==> src/rtl/rr_lock_arbiter.sv <==
// Round-robin bus arbiter with multi-cycle grant hold, owner lock and a hold timeout.
// Within each search window the highest requesting index wins.
module rr_lock_arbiter #(
   parameter int WIDTH    = 8,
   parameter int HOLD_MAX = 16,
   parameter int CNT_W    = $clog2(HOLD_MAX + 1)
) (
   input  logic                     clk_i,
   input  logic                     rst_n_i,
   input  logic [WIDTH-1:0]         request_i,
   input  logic [WIDTH-1:0]         lock_i,
   input  logic                     done_i,
   output logic [WIDTH-1:0]         grant_o,
   output logic [$clog2(WIDTH)-1:0] grant_id_o,
   output logic                     grant_valid_o,
   output logic                     timeout_o
);

   localparam int IDW = $clog2(WIDTH);
   // A disabled timeout would give a zero-width counter; keep at least one bit.
   localparam int CW  = (CNT_W < 1) ? 1 : CNT_W;
   localparam logic [CW-1:0]    CNT_LAST = (HOLD_MAX == 0) ? '1 : CW'(HOLD_MAX - 1);
   localparam logic [WIDTH-1:0] ONE      = {{(WIDTH-1){1'b0}}, 1'b1};

   typedef enum logic {IDLE, BUSY} state_t;

   state_t           state_q, state_d;
   logic [WIDTH-1:0] grant_q, grant_d;
   logic [IDW-1:0]   ptr_q, ptr_d;
   logic [CW-1:0]    cnt_q, cnt_d;
   logic             valid_q, valid_d;
   logic             tmo_q, tmo_d;

   logic             owner_req;
   logic             owner_lock;
   logic             tmo;
   logic             rel;
   logic [WIDTH-1:0] others;
   logic [IDW-1:0]   win;

   // Search below the last owner first, then wrap to the highest requester.
   function automatic logic [IDW-1:0] pick(input logic [WIDTH-1:0] req,
                                           input logic [IDW-1:0]   last);
      logic [WIDTH-1:0] masked;
      logic [IDW-1:0]   hi_m;
      logic [IDW-1:0]   hi_r;
      masked = '0;
      hi_m   = '0;
      hi_r   = '0;
      for (int i = 0; i < WIDTH; i++) begin
         if (i < int'(last)) masked[i] = req[i];
      end
      for (int i = 0; i < WIDTH; i++) begin
         if (masked[i]) hi_m = IDW'(i);
         if (req[i])    hi_r = IDW'(i);
      end
      return (|masked) ? hi_m : hi_r;
   endfunction

   always_comb begin
      owner_req  = request_i[ptr_q];
      owner_lock = lock_i[ptr_q];
      others     = request_i & ~(ONE << ptr_q);
      tmo        = (HOLD_MAX != 0) && (cnt_q == CNT_LAST);
      rel        = (done_i & ~owner_lock) | ~owner_req | tmo;
      win        = '0;

      state_d = state_q;
      grant_d = grant_q;
      ptr_d   = ptr_q;
      cnt_d   = cnt_q;
      valid_d = valid_q;
      tmo_d   = 1'b0;

      case (state_q)
         IDLE: begin
            if (|request_i) begin
               win     = pick(request_i, ptr_q);
               grant_d = ONE << win;
               ptr_d   = win;
               cnt_d   = '0;
               valid_d = 1'b1;
               state_d = BUSY;
            end
         end
         BUSY: begin
            if (!rel) begin
               if (cnt_q != '1) cnt_d = cnt_q + 1'b1;
            end else begin
               tmo_d = tmo;
               // The owner is never a candidate here, so a timed-out owner is skipped.
               if (|others) begin
                  win     = pick(others, ptr_q);
                  grant_d = ONE << win;
                  ptr_d   = win;
                  cnt_d   = '0;
               end else if (owner_req && !tmo) begin
                  cnt_d = '0;
               end else begin
                  grant_d = '0;
                  valid_d = 1'b0;
                  cnt_d   = '0;
                  state_d = IDLE;
               end
            end
         end
         default: state_d = IDLE;
      endcase
   end

   always_ff @(posedge clk_i or negedge rst_n_i) begin
      if (!rst_n_i) begin
         state_q <= IDLE;
         grant_q <= '0;
         ptr_q   <= '0;
         cnt_q   <= '0;
         valid_q <= 1'b0;
         tmo_q   <= 1'b0;
      end else begin
         state_q <= state_d;
         grant_q <= grant_d;
         ptr_q   <= ptr_d;
         cnt_q   <= cnt_d;
         valid_q <= valid_d;
         tmo_q   <= tmo_d;
      end
   end

   assign grant_o       = grant_q;
   assign grant_id_o    = ptr_q;
   assign grant_valid_o = valid_q;
   assign timeout_o     = tmo_q;

endmodule

==> config.mk <==
export PLATFORM = sky130hd
export DESIGN_NAME = rr_lock_arbiter
export DESIGN_NICKNAME = d
export VERILOG_FILES = /design/src/rtl/rr_lock_arbiter.sv
export SDC_FILE = /design/constraint.sdc
export NUM_CORES = 1
export LEC_CHECK = 0
export BUFFER_PORTS_ARGS = -buffer_cell sky130_fd_sc_hd__buf_2
export CAP_MARGIN = 15
export CORE_UTILIZATION = 45
export DETAILED_ROUTE_END_ITERATION = 6
export GPL_TIMING_DRIVEN = 0
export PLACE_DENSITY_LB_ADDON = 0.2
export SETUP_SLACK_MARGIN = 0.4
export SYNTH_ARGS = -nofsm -noshare
export SYNTH_HDL_FRONTEND = slang
export SYNTH_SLANG_ARGS = --single-unit
==> constraint.sdc <==
create_clock -name clk_i -period 5.7 [get_ports clk_i]
set_input_delay 1.71 -clock clk_i [delete_from_list [all_inputs] [get_ports clk_i]]
set_output_delay 1.71 -clock clk_i [all_outputs]
set_load 0.005 [all_outputs]
; ---- After elaboration in Yosys (flattened, before gate mapping)
; Index checks and enable logic that the tools add are counted.
[totals]
regBits = 19
input_bits = 19
out_inout_bits = 13
word_cells = 161
[classes]
add_sub_neg = 1
n_lt_le_gt_ge = 8
eq_ne = 9
n_shift = 3
mux = 116
n_bitwise = 8
n_reduce_logical = 10
[ops]
columns = op, count
row1 = 3-bit two-way mux, 37
row2 = 1-bit two-way mux, 65
row3 = 8-bit two-way mux, 4
row4 = "1-bit by 3-bit left shift with 8-bit output, first input constant", 3
row5 = 8-bit case mux with 2 select lines, 1
row6 = 8-bit OR reduction, 2
row7 = 5-bit two-way mux, 3
row8 = 7-bit OR reduction, 2
row9 = 5-bit case mux with 2 select lines, 1
row10 = "3-bit < comparator, first input constant", 3
row11 = 8-bit bitwise AND, 1
row12 = 8-bit inverter, 1
row13 = 1-bit binary-select mux with 3-bit select, 2
row14 = "1-bit by 3-bit < comparator with 1-bit output, first input constant", 2
row15 = "2-bit by 3-bit < comparator with 1-bit output, first input constant", 2
row16 = "2-bit != test, second input constant", 3
row17 = 3-bit case mux with 2 select lines, 1
row18 = 3-bit AND reduction, 2
row19 = "5-bit by 1-bit adder with 5-bit output, second input constant", 1
row20 = "5-bit by 4-bit == test with 1-bit output, second input constant", 1
row21 = "5-bit != test, second input constant", 1
row22 = "3-bit by 4-bit < comparator with 1-bit output, second input constant", 1
row23 = "2-bit by 1-bit != test with 1-bit output, second input constant", 2
row24 = 1-bit case mux with 2 select lines, 2
row25 = other kinds (9), 12

; ---- Longest topological paths before layout
; Gate-level depths: netlist of run 1.
[logic_depth]
word_depth = 22
depth_mapped = 9
mapped_depth_nobuf = 7

; ---- Least setup slack after synthesis of run 1
; Ideal clock, no wire load.
[synth_path]
kind = input to register
start = input request_i[5]
end = register ptr_q[1], in the netlist grant_id_o[1]
setup_time_ns = 0.125
t_arrival_ns = 3.266
t_required_ns = 5.575
path_slack_ns = 2.309
cell_stages = 6
path_buffers = 1
cell_sequence = clkbuf_1 > mux4_2 > mux2i_4 > nor3_4 > a221oi_4 > mux2_2
[synth_between]
elab_chain_cells = 14
elab_cells_between_ends = 47
cone_classes = 3 x eq/ne / 35 x mux / 4 x bitwise / 5 x reduce/logical
[synth_lines]
columns = item, line_no
row1 = start: declaration, 10  ; input logic [WIDTH-1:0] request_i,
row2 = 8-bit bitwise AND, 63  ; others = request_i & ~(ONE << ptr_q);
row3 = 1-bit two-way mux, 51  ; if (i < int'(last)) masked[i] = req[i];
row4 = 1-bit two-way mux, 92  ; if (|others) begin
row5 = 1-bit two-way mux, 87  ; if (!rel) begin
row6 = 1-bit two-way mux, 75  ; case (state_q)
row7 = 3-bit two-way mux (2 in series), 54  ; if (masked[i]) hi_m = IDW'(i);
row8 = 3-bit two-way mux, 92
row9 = 3-bit two-way mux, 87
row10 = 3-bit two-way mux, 75
row11 = 3-bit two-way mux, 57  ; return (|masked) ? hi_m : hi_r;
row12 = 3-bit two-way mux, 92
row13 = 3-bit two-way mux, 87
row14 = 3-bit case mux with 2 select lines, 75
row15 = end signal: assignment, 122  ; ptr_q <= ptr_d;
row16 = end: declaration, 29  ; logic [IDW-1:0] ptr_q, ptr_d;
; Several ways; a longest one is shown, not always the timed one. The select of a mux whose other input is x is not followed.
; A chain may end at the register's enable or synchronous reset.

; ---- Worst setup path in the final report of run 1
[layout_path]
start = input request_i[4]
end = register ptr_q[2], in the netlist grant_id_o[2]
[layout_between]
elab_chain_cells = 15
elab_cells_between_ends = 51
cone_classes = 3 x eq/ne / 39 x mux / 4 x bitwise / 5 x reduce/logical
[layout_lines]
columns = item, line_no
row1 = 8-bit bitwise AND, 63
row2 = 1-bit two-way mux, 51
row3 = 1-bit two-way mux, 92
row4 = 1-bit two-way mux, 87
row5 = 1-bit two-way mux, 75
row6 = 3-bit two-way mux (3 in series), 54
row7 = 3-bit two-way mux, 92
row8 = 3-bit two-way mux, 87
row9 = 3-bit two-way mux, 75
row10 = 3-bit two-way mux, 57
row11 = 3-bit two-way mux, 92
row12 = 3-bit two-way mux, 87
row13 = 3-bit case mux with 2 select lines, 75
; Several ways; a longest one is shown, not always the timed one. The select of a mux whose other input is x is not followed.

==> results of run 1 <==
## routing by layer
| layer | global-route usage | up-vias | part of all wire |
|---|---|---|---|
| met4 | 0.05163 | 0 | 0.013 |
| li1 | - | 835 | - |
| met1 | 0.3012 | 806 | 0.48 |
| met2 | 0.3622 | 34 | 0.48 |
| met5 | 0 | - | 0 |
| met3 | 0.02586 | 5 | 0.026 |
## cells in the mapped netlist, drive strengths merged, types with 4 or more instances
cell type,number
buf,10
nand3,4
mux2i,7
nand2b,8
o21ai,6
a31oi,15
nand2,10
and2,5
nor2,13
o22ai,5
o211ai,9
a21oi,19
nand4,9
inv,10
dfrtp,19
## power by group through the flow
stage / Sequential [uW] / Clock (uW) / Combinational (uW)
detailed placement: 223 / 0 / 835
CTS: 221 / 96.8 / 836
floorplan: 223 / 0 / 657
global placement: 222 / 0 / 827
finish: 220 / 94.4 / 835
global route: 226 / 105 / 918
## cells by family (layout without fill, tap and decap cells)
family / after synthesis / in the layout
AO/OA/AOI/OAI: 79 / 79
AND/OR/NAND/NOR: 61 / 61
buffers and inverters: 22 / 56
flip-flops: 19 / 19
multiplexers: 12 / 12
adder cells (fa/ha/maj): 3 / 3
## worst paths after layout
check	slack [ns]	to	depth (start not counted)	start
max	2.27	grant_id_o[2]	7	request_i[4]
min	0.52	cnt_q[0]	1	cnt_q[0]
max reg2reg	3.36	grant_id_o[1]	8	grant_id_o[0]
min reg2reg	0.52	cnt_q[0]	1	cnt_q[0]
max in group asynchronous	4.02	cnt_q[3]	1	rst_n_i
min in group asynchronous	1.38	cnt_q[1]	1	rst_n_i
## flip-flops by register name, summed over array words and instances (netlist names)
register	count
grant_id_o	3
grant_o	8
cnt_q	5
grant_valid_o	1
state_q	1
timeout_o	1
## worst max-delay path, stage by stage
cell	delay (ns)
buf_2	0.11
buf_2	0.17
nor4_1	0.52
nand3_1	0.20
nor2_1	0.41
a221oi_4	0.08
mux2_1	0.36
## through the flow
stage	hold slack, ns	std cells	area (sq um)
2_1_floorplan	0.4779	196	1833
3_3_place_gp	0.5047	274	2043
3_5_place_dp	0.5073	274	2043
4_1_cts	0.5173	278	2090
5_1_grt	0.5475	278	2090
6_report	0.5193	278	2090
## cell type report
class                           instances  area share
Clock buffer                            3     0.01976
Sequential cell                        19      0.2275
Inverter                               10     0.01796
Buffer                                 12     0.04072
Multi-Input combinational cell        155      0.5910
Timing Repair Buffer                   30     0.07186
Clock inverter                          1    0.002395
Tap cell                               48     0.02874
==> results.cfg, run 1 <==
[power_and_ir_drop]
peakVddDrop_uv = 236.7
power.density_nw_per_um2 = 550.0
swShare = 0.4676
switchingPower_uw = 537.4
p_leak_uw = 0.0008616
pwr-share-clk = 0.082
seq_power_share = 0.191
comb_power_share = 0.727
p_total_uw = 1149
internal_power_uw = 611.9

[timing]
hold_violations = 0
fin_tns_setup_ns = 0
fin_crit_sh = 0.6010
fin_crit_ns = 3.426
setup_viol = 0
finClkSkew_ns = 0.004057
worstMarginPinSlew_ns = 0.6093
max_freq_ghz = 0.2919
slew-limit-headroom = 0.5908
timing.final.ws_setup_ns = 2.274
grt_setup_unrepaired = false
slew_viol_final = 0

[final_layout]
regArea_sq_um = 475.5
antennaDiodeCount = 0
nFillCells = 349
multi_input_area_sq_um = 1235
final_layout_size_suffix_gt1_frac = 0.3348
area_growth_pct = 13.99
final_common_cell = buf_2
final_cell_mix = 35 x buf_2, 19 x dfrtp_1, 18 x a21oi_1
fin_nets = 253
post-route-util = 0.5541

[drt]
drc_errors = 0
post_drt_wl_per_cell_um = 15.14
antenna_left = 0
wirelength_um = 4208
via_per_inst = 6.043
dr.pass1.iters = 5
drt_iter0_markers = 67
dr_total_vias = 1680

[synth]
synthAdderAreaFrac = 0.02048
synth_cell_types = 61
synthSimpleGateAreaFrac = 0.2000
synthFlopType = dfrtp_1
synthXorXnorAreaFrac = 0
synth_nets = 218
syn_avg_cell_area_sq_um = 9.352
ys_seq_elements = 19
synth.area.mux_share = 0.08805
syn_inst = 196
ys_warn_count = 0
ys_seq_area_frac = 0.2594
yosysTopAreaCell = dfrtp_1
yosys-top-cells-area = dfrtp_1 26%, a31oi_2 6.8%, a21oi_1 4.9%
synth_enable_flop_cells = 0
async_flop_share = 1.000
synth_top_family_by_area = compound AO/OA/AOI/OAI gates
synth-compound-area-share = 0.3652
netlist.area_leader.share = 0.2594
syn_area_sq_um = 1833

[clock_network]
cts.repair.resized = 0
cts_setup_buffers = 0
numCtsBuffers = 3
path_clk_slew_ns = 0.07
htree_levels = 1
cts_tree = done
root_buffer = clkbuf_8
max-clock-path-buffers = 2
clk_latency_ns = 0.26
clock-sinks = 19
postCtsHoldBufs = 0

[floorplanning]
core_area_sq_um = 3771
die_w_um = 65.82
fp.dieH_um = 65.82
die_area_sq_um = 4332
io_pins = 32
placementRows = 22
initial_core_util = 0.4861

[job]
max_cap_viol_count = 0

[grt]
grt_max_degree = 20
grt_overflow = 0
grt_pass1_wl_um = 7348
grt_pass1_vias = 1603
grt_antenna_before_repair = 0
grt_usage = 0.2189

[outcome]
outcome = complete, no violations

[min_path]
hold_class = reg -> reg

[placed_design]
pre_cts_slack_ns = 2.032
dp_hpwl_um = 3311
gp_congestion = 0.9173
port_buffers = 30

[setup_path]
critPathLaunchType = input pin
crit_required_ns = 5.83
path_max_fanout = 10
cp_data_arrival_time_ns = 3.56
path_class = in -> reg
cp-end-kind = register
No activity file was read; power rests on OpenSTA's default activity.
==> inputs of run 2 (changes only) <==
==> constraint.sdc (replaced) <==
create_clock -name clk_i -period 3.2 [get_ports clk_i]
set_input_delay 0.96 -clock clk_i [delete_from_list [all_inputs] [get_ports clk_i]]
set_output_delay 0.96 -clock clk_i [all_outputs]
set_load 0.005 [all_outputs]
==> run 2 against run 1 <==
Net effect:
- via count rose by 0.12%
- register-to-register slack got worse by 2.5 ns
- routed wire length down 0.26%
- hold slack did not move
- utilization up 0.066 points
- sequential power up 78%
- critical path depth stayed put
- die area stayed put
==> results.cfg, run 2 (synthesis results as in run 1) <==
[outcome]
outcome = complete, no violations

[power_and_ir_drop]
p_leak_uw = 0.0008615
power.density_nw_per_um2 = 977.4
peakVddDrop_uv = 421.5

[timing]
whs_ns = 0.5193
slew-limit-headroom = 0.5990
max_freq_ghz = 0.3822
slew_viol_final = 0
setup_viol = 0
timing.final.ws_setup_ns = 0.5838
fin_tns_setup_ns = 0
grt_setup_unrepaired = false
worstMarginPinSlew_ns = 0.5970
fin_crit_ns = 2.616
fin_crit_sh = 0.8176
finClkSkew_ns = 0.003917
hold_violations = 0

[clock_network]
root_buffer = clkbuf_8
clk_latency_ns = 0.26
cts_setup_buffers = 0
path_clk_slew_ns = 0.07
numCtsBuffers = 3
htree_levels = 1
clock-sinks = 19
cts_tree = done
max-clock-path-buffers = 2

[drt]
antenna_left = 0
dr_total_vias = 1682
drc_errors = 0
wirelength_um = 4197
via_per_inst = 6.050
post_drt_wl_per_cell_um = 15.10
drt_iter0_markers = 69
dr.pass1.iters = 4

[setup_path]
crit_required_ns = 3.34
critPathLaunchType = input pin
path_max_fanout = 7
cp_data_arrival_time_ns = 2.76
path_class = in -> reg
crit_path_cell_trace = buf_2 -> nor2_1 -> nor2_1 -> a31o_2 -> a21oi_1 -> mux2i_1 -> mux2_2
cpMaxStageDelayCell = a21oi_1
path_buf_inv = 1
cp-end-kind = register
crit_top_cell = nor2_1
max_stage_delay_ns = 0.39
cp_top_family = compound AO/OA/AOI/OAI gates

[grt]
grt_pass1_vias = 1603
grt_usage = 0.2189
grt_max_degree = 20
grt_antenna_before_repair = 0
grt_overflow = 0
grt_pass1_wl_um = 7348

[placed_design]
pre_cts_slack_ns = 0.2824
gp_congestion = 0.9173
dp_hpwl_um = 3311
port_buffers = 30
dp_cells = 274

[final_layout]
final_cell_mix = 35 x buf_2, 19 x dfrtp_1, 18 x a21oi_1
largest_reg_flops = 8
final_layout_size_suffix_gt1_frac = 0.3391
layoutNonFillerInstCount = 278
area_growth_pct = 14.13
antennaDiodeCount = 0
fin_nets = 253
final_common_cell = buf_2

[floorplanning]
placementRows = 22
core_area_sq_um = 3771
die_w_um = 65.82
io_pins = 32
die_area_sq_um = 4332
initial_core_util = 0.4861
fp.dieH_um = 65.82

[min_path]
hold_class = reg -> reg

[job]
max_cap_viol_count = 0
## run 2: cell count changes in the layout (fill, tap and decap cells not counted)
cell,previous run,this run
nor2_1,13,12
nor2_2,0,1
## run 2: path summary, 6_finish.rpt
kind,depth (start not counted),from,to,slack (ns)
max,7,request_i[2],grant_id_o[1],0.58
min,1,cnt_q[0],cnt_q[0],0.52
max reg2reg,8,grant_id_o[0],grant_id_o[1],0.86
min reg2reg,1,cnt_q[0],cnt_q[0],0.52
max in group asynchronous,1,rst_n_i,cnt_q[3],2.27
min in group asynchronous,1,rst_n_i,cnt_q[1],0.63
## run 2: repair_timing
item / CTS / global route
endpoints found under the hold margin: 0 / 0
hold buffers: 0 / 0
endpoints found under the setup margin: 0 / 1
gates resized for setup: 0 / 1
## run 2: through the flow
step / instance area, sq um / util / total power, uW
finish: 2092 / 0.5547 / 2045
global placement: 2043 / 0.5418 / 1868
floorplan: 1833 / - / 1567
global route: 2092 / 0.5547 / 2225
CTS: 2090 / 0.5541 / 2054
detailed placement: 2043 / 0.5418 / 1884
## run 2: area by class of cell
cell class / count / area (sq um)
buffer: 12 / 85.08
clock buffer: 3 / 41.29
clock inverter: 1 / 5.005
fill: 348 / 1679
inverter: 10 / 37.54
multi-input combinational: 155 / 1237
sequential: 19 / 475.5
tap: 48 / 60.06
timing repair buffer: 30 / 150.1
## run 2: routing by layer
metal,up-vias,global-route usage,part of all wire
met2,36,0.3622,0.48
met4,0,0.05163,0.013
li1,835,-,-
met1,806,0.3012,0.48
met3,5,0.02586,0.027
met5,-,0,0
## run 2: where the power goes
group	internal (uW)	leakage [uW]	switching (uW)
registers	336	0.000236	55.1
logic	667	0.000600	819
clock network	86.6	0.0000255	80.4
total	1090	0.000862	955
==> inputs of run 3 (changes only) <==
--- a/config.mk
+++ b/config.mk
@@ -5,6 +5,7 @@
 export SDC_FILE = /design/constraint.sdc
 export NUM_CORES = 1
 export LEC_CHECK = 0
+export ABC_AREA = 1
 export BUFFER_PORTS_ARGS = -buffer_cell sky130_fd_sc_hd__buf_2
 export CAP_MARGIN = 15
 export CORE_UTILIZATION = 45
==> constraint.sdc (replaced) <==
create_clock -name clk_i -period 2.2 [get_ports clk_i]
set_input_delay 0.66 -clock clk_i [delete_from_list [all_inputs] [get_ports clk_i]]
set_output_delay 0.66 -clock clk_i [all_outputs]
set_load 0.005 [all_outputs]
==> run 3 against run 2 <==
Net effect:
- clock skew hardly changed
- global-route usage is 1.7 points higher
- critical path depth is 5 higher
- first-iteration DRC count is 20% higher
- final cell count is 29% higher
- hold slack worse by 0.26 ns
- via count is 9.2% higher
- power is 44% higher
- synthesized cell count is 35% higher
- synthesized area is 11% lower
- critical path type is now reg -> reg
- critical endpoint is now grant_o[1]
- highest routed layer unchanged
==> results.cfg, run 3 <==
[final_layout]
antennaDiodeCount = 0
regArea_sq_um = 478.0
largest_reg_flops = 8
final_layout_size_suffix_gt1_frac = 0.3866
final_common_cell = nand2_1
nFillCells = 319
multi_input_area_sq_um = 1230
final_cell_mix = 98 x nand2_1, 31 x buf_2, 22 x nand2_2
stdcell_area_sq_um = 2195
post-route-util = 0.6475
area_growth_pct = 34.82
fin_nets = 336

[drt]
wirelength_um = 4418
post_drt_wl_per_cell_um = 12.31
dr_total_vias = 1836
drt_iter0_markers = 83
drc_errors = 0
via_per_inst = 5.114
dr.pass1.iters = 4
antenna_left = 0

[grt]
grt_antenna_before_repair = 0
grt_pass1_wl_um = 7362
grt_max_degree = 20
grt_pass1_vias = 1739
use_met2 = 0.3750
grt_overflow = 0
busiest_layer = met2
global_route.usage.met3 = 0.04596
grt_usage = 0.2357
use_met1 = 0.3118

[setup_path]
max_stage_delay_ns = 0.41
cp_top_family = simple AND/OR/NAND/NOR gates
crit_top_cell = nor2_4
reg2reg_from = cnt_q[1]
critPathLaunchType = register
path_max_fanout = 8
rrSetupSlack_ns = 0.38
crit_path_cell_trace = ha_2 -> nand2_2 -> nor2_4 -> ha_4 -> or2_4 -> nor2_4 -> inv_2 -> nor2_4 -> nor2_4 -> inv_4 -> nand2_1 -> nand2_1
cp-end-kind = register
cpMaxStageDelayCell = dfrtp_1
cp.depth = 12
r2r-end = grant_o[1]
path_class = reg -> reg
cp_data_arrival_time_ns = 2.08
path_buf_inv = 2
rr_worst_depth = 12
crit_required_ns = 2.46

[power_and_ir_drop]
p_total_uw = 2937
peakVddDrop_uv = 743.2
p_leak_uw = 0.001179
power.density_nw_per_um2 = 1338

[timing]
fin_crit_sh = 0.8253
finClkSkew_ns = 0.003685
hold_violations = 0
fin_crit_ns = 1.816
slew-limit-headroom = 0.7183
worstMarginPinSlew_ns = 0.4225
max_freq_ghz = 0.5507
slew_viol_final = 0
fin_tns_setup_ns = 0
setup_viol = 0
grt_setup_unrepaired = true

[clock_network]
htree_levels = 1
cts_tree = done
postCtsHoldBufs = 0
path_clk_slew_ns = 0.11
clock-sinks = 19
max-clock-path-buffers = 2
root_buffer = clkbuf_4
numCtsBuffers = 3
clk_latency_ns = 0.31

[min_path]
hold_class = in -> async

[synth]
yosysTopAreaCell = dfrtp_1
synthFlopType = dfrtp_1
synth_commonest_cells = 116 x nand2_1, 24 x nand3_1, 22 x inv_1
synth_nets = 286
syn_avg_cell_area_sq_um = 6.166
ys_seq_area_frac = 0.2921
yosys-top-cells-area = dfrtp_1 29%, nand2_1 27%, nand3_1 7.4%
synth_enable_flop_cells = 0
netlist.area_leader.share = 0.2921
ys_seq_elements = 19
syn_area_sq_um = 1628
yosysMostFrequentCell = nand2_1
synth_cell_types = 27
syn_inst = 264
ys_warn_count = 0
async_flop_share = 1.000

[floorplanning]
fp.dieH_um = 62.15
core_area_sq_um = 3390
io_pins = 32
die_w_um = 62.15
initial_core_util = 0.4803
die_area_sq_um = 3862
placementRows = 21

[placed_design]
placed_cell_area_sq_um = 1851
dp_hpwl_um = 2997
port_buffers = 31
gp_congestion = 0.8950

[outcome]
outcome = complete, no violations

[job]
max_cap_viol_count = 0
[run 3: through the flow]
| step | instances | hold WS, ns | worst slack, ns |
|---|---|---|---|
| after floorplan | 264 | 0.3644 | 0.4039 |
| after global placement | 341 | 0.4565 | 0.1217 |
| after detailed placement | 341 | 0.4596 | 0.1404 |
| after CTS | 352 | 0.2757 | 0.3911 |
| after global routing | 359 | 0.2927 | 0.2413 |
| final | 359 | 0.2615 | 0.3842 |
[run 3: logic make-up after synthesis]
family | Yosys count | share of synthesized area
compound gates | 23 | 0.07764
xor+xnor | 1 | 0.005381
fa+ha+maj | 3 | 0.02306
buf+inv | 31 | 0.08608
flops | 19 | 0.2921
simple gates | 187 | 0.5158
[run 3: routing by layer]
metal / vias up / share of wire
li1: 953 / -
met1: 825 / 0.44
met2: 48 / 0.49
met3: 10 / 0.044
met4: 0 / 0.022
met5: - / 0
[run 3: worst max path at each step]
stage	end	startpoint	slack [ns]
after global routing	grant_o[1]	grant_id_o[0]	0.24
after detailed placement	grant_id_o[2]	request_i[4]	0.14
after global placement	grant_id_o[1]	request_i[4]	0.12
after CTS	grant_o[4]	cnt_q[1]	0.39
final	grant_o[1]	cnt_q[1]	0.38
after floorplan	grant_o[0]	cnt_q[0]	0.40
[run 3: power by group]
part | switching, uW | leakage [uW] | internal, uW | total [uW]
combinational | 1380 | 0.000918 | 826 | 2210
sequential | 84.9 | 0.000245 | 459 | 544
clock | 114 | 0.0000150 | 71.0 | 185
[run 3: final cells by class]
type / count / share of cell area
clock buffers: 4 / 0.01197
multi-input cells: 215 / 0.5604
repair buffers: 44 / 0.1169
inverters: 28 / 0.05131
plain buffers: 3 / 0.01539
flip-flops and latches: 19 / 0.2178
well taps: 46 / 0.02623
[run 3: what timing repair did]
action                     in CTS  in global routing
buffers inserted                6                  6
gates resized for setup        23                 47
setup endpoints to repair      15                 15
pin swaps                      12                 12
gates cloned                    1                  1
[run 3: worst reg2reg max path, delay by kind of cell, from the launching register on]
kind | cells | cell delay [ns]
AND/OR/NAND/NOR | 8 | 0.85
flip-flops | 1 | 0.41
adder cells (fa/ha/maj) | 2 | 0.34
buffers and inverters | 2 | 0.16
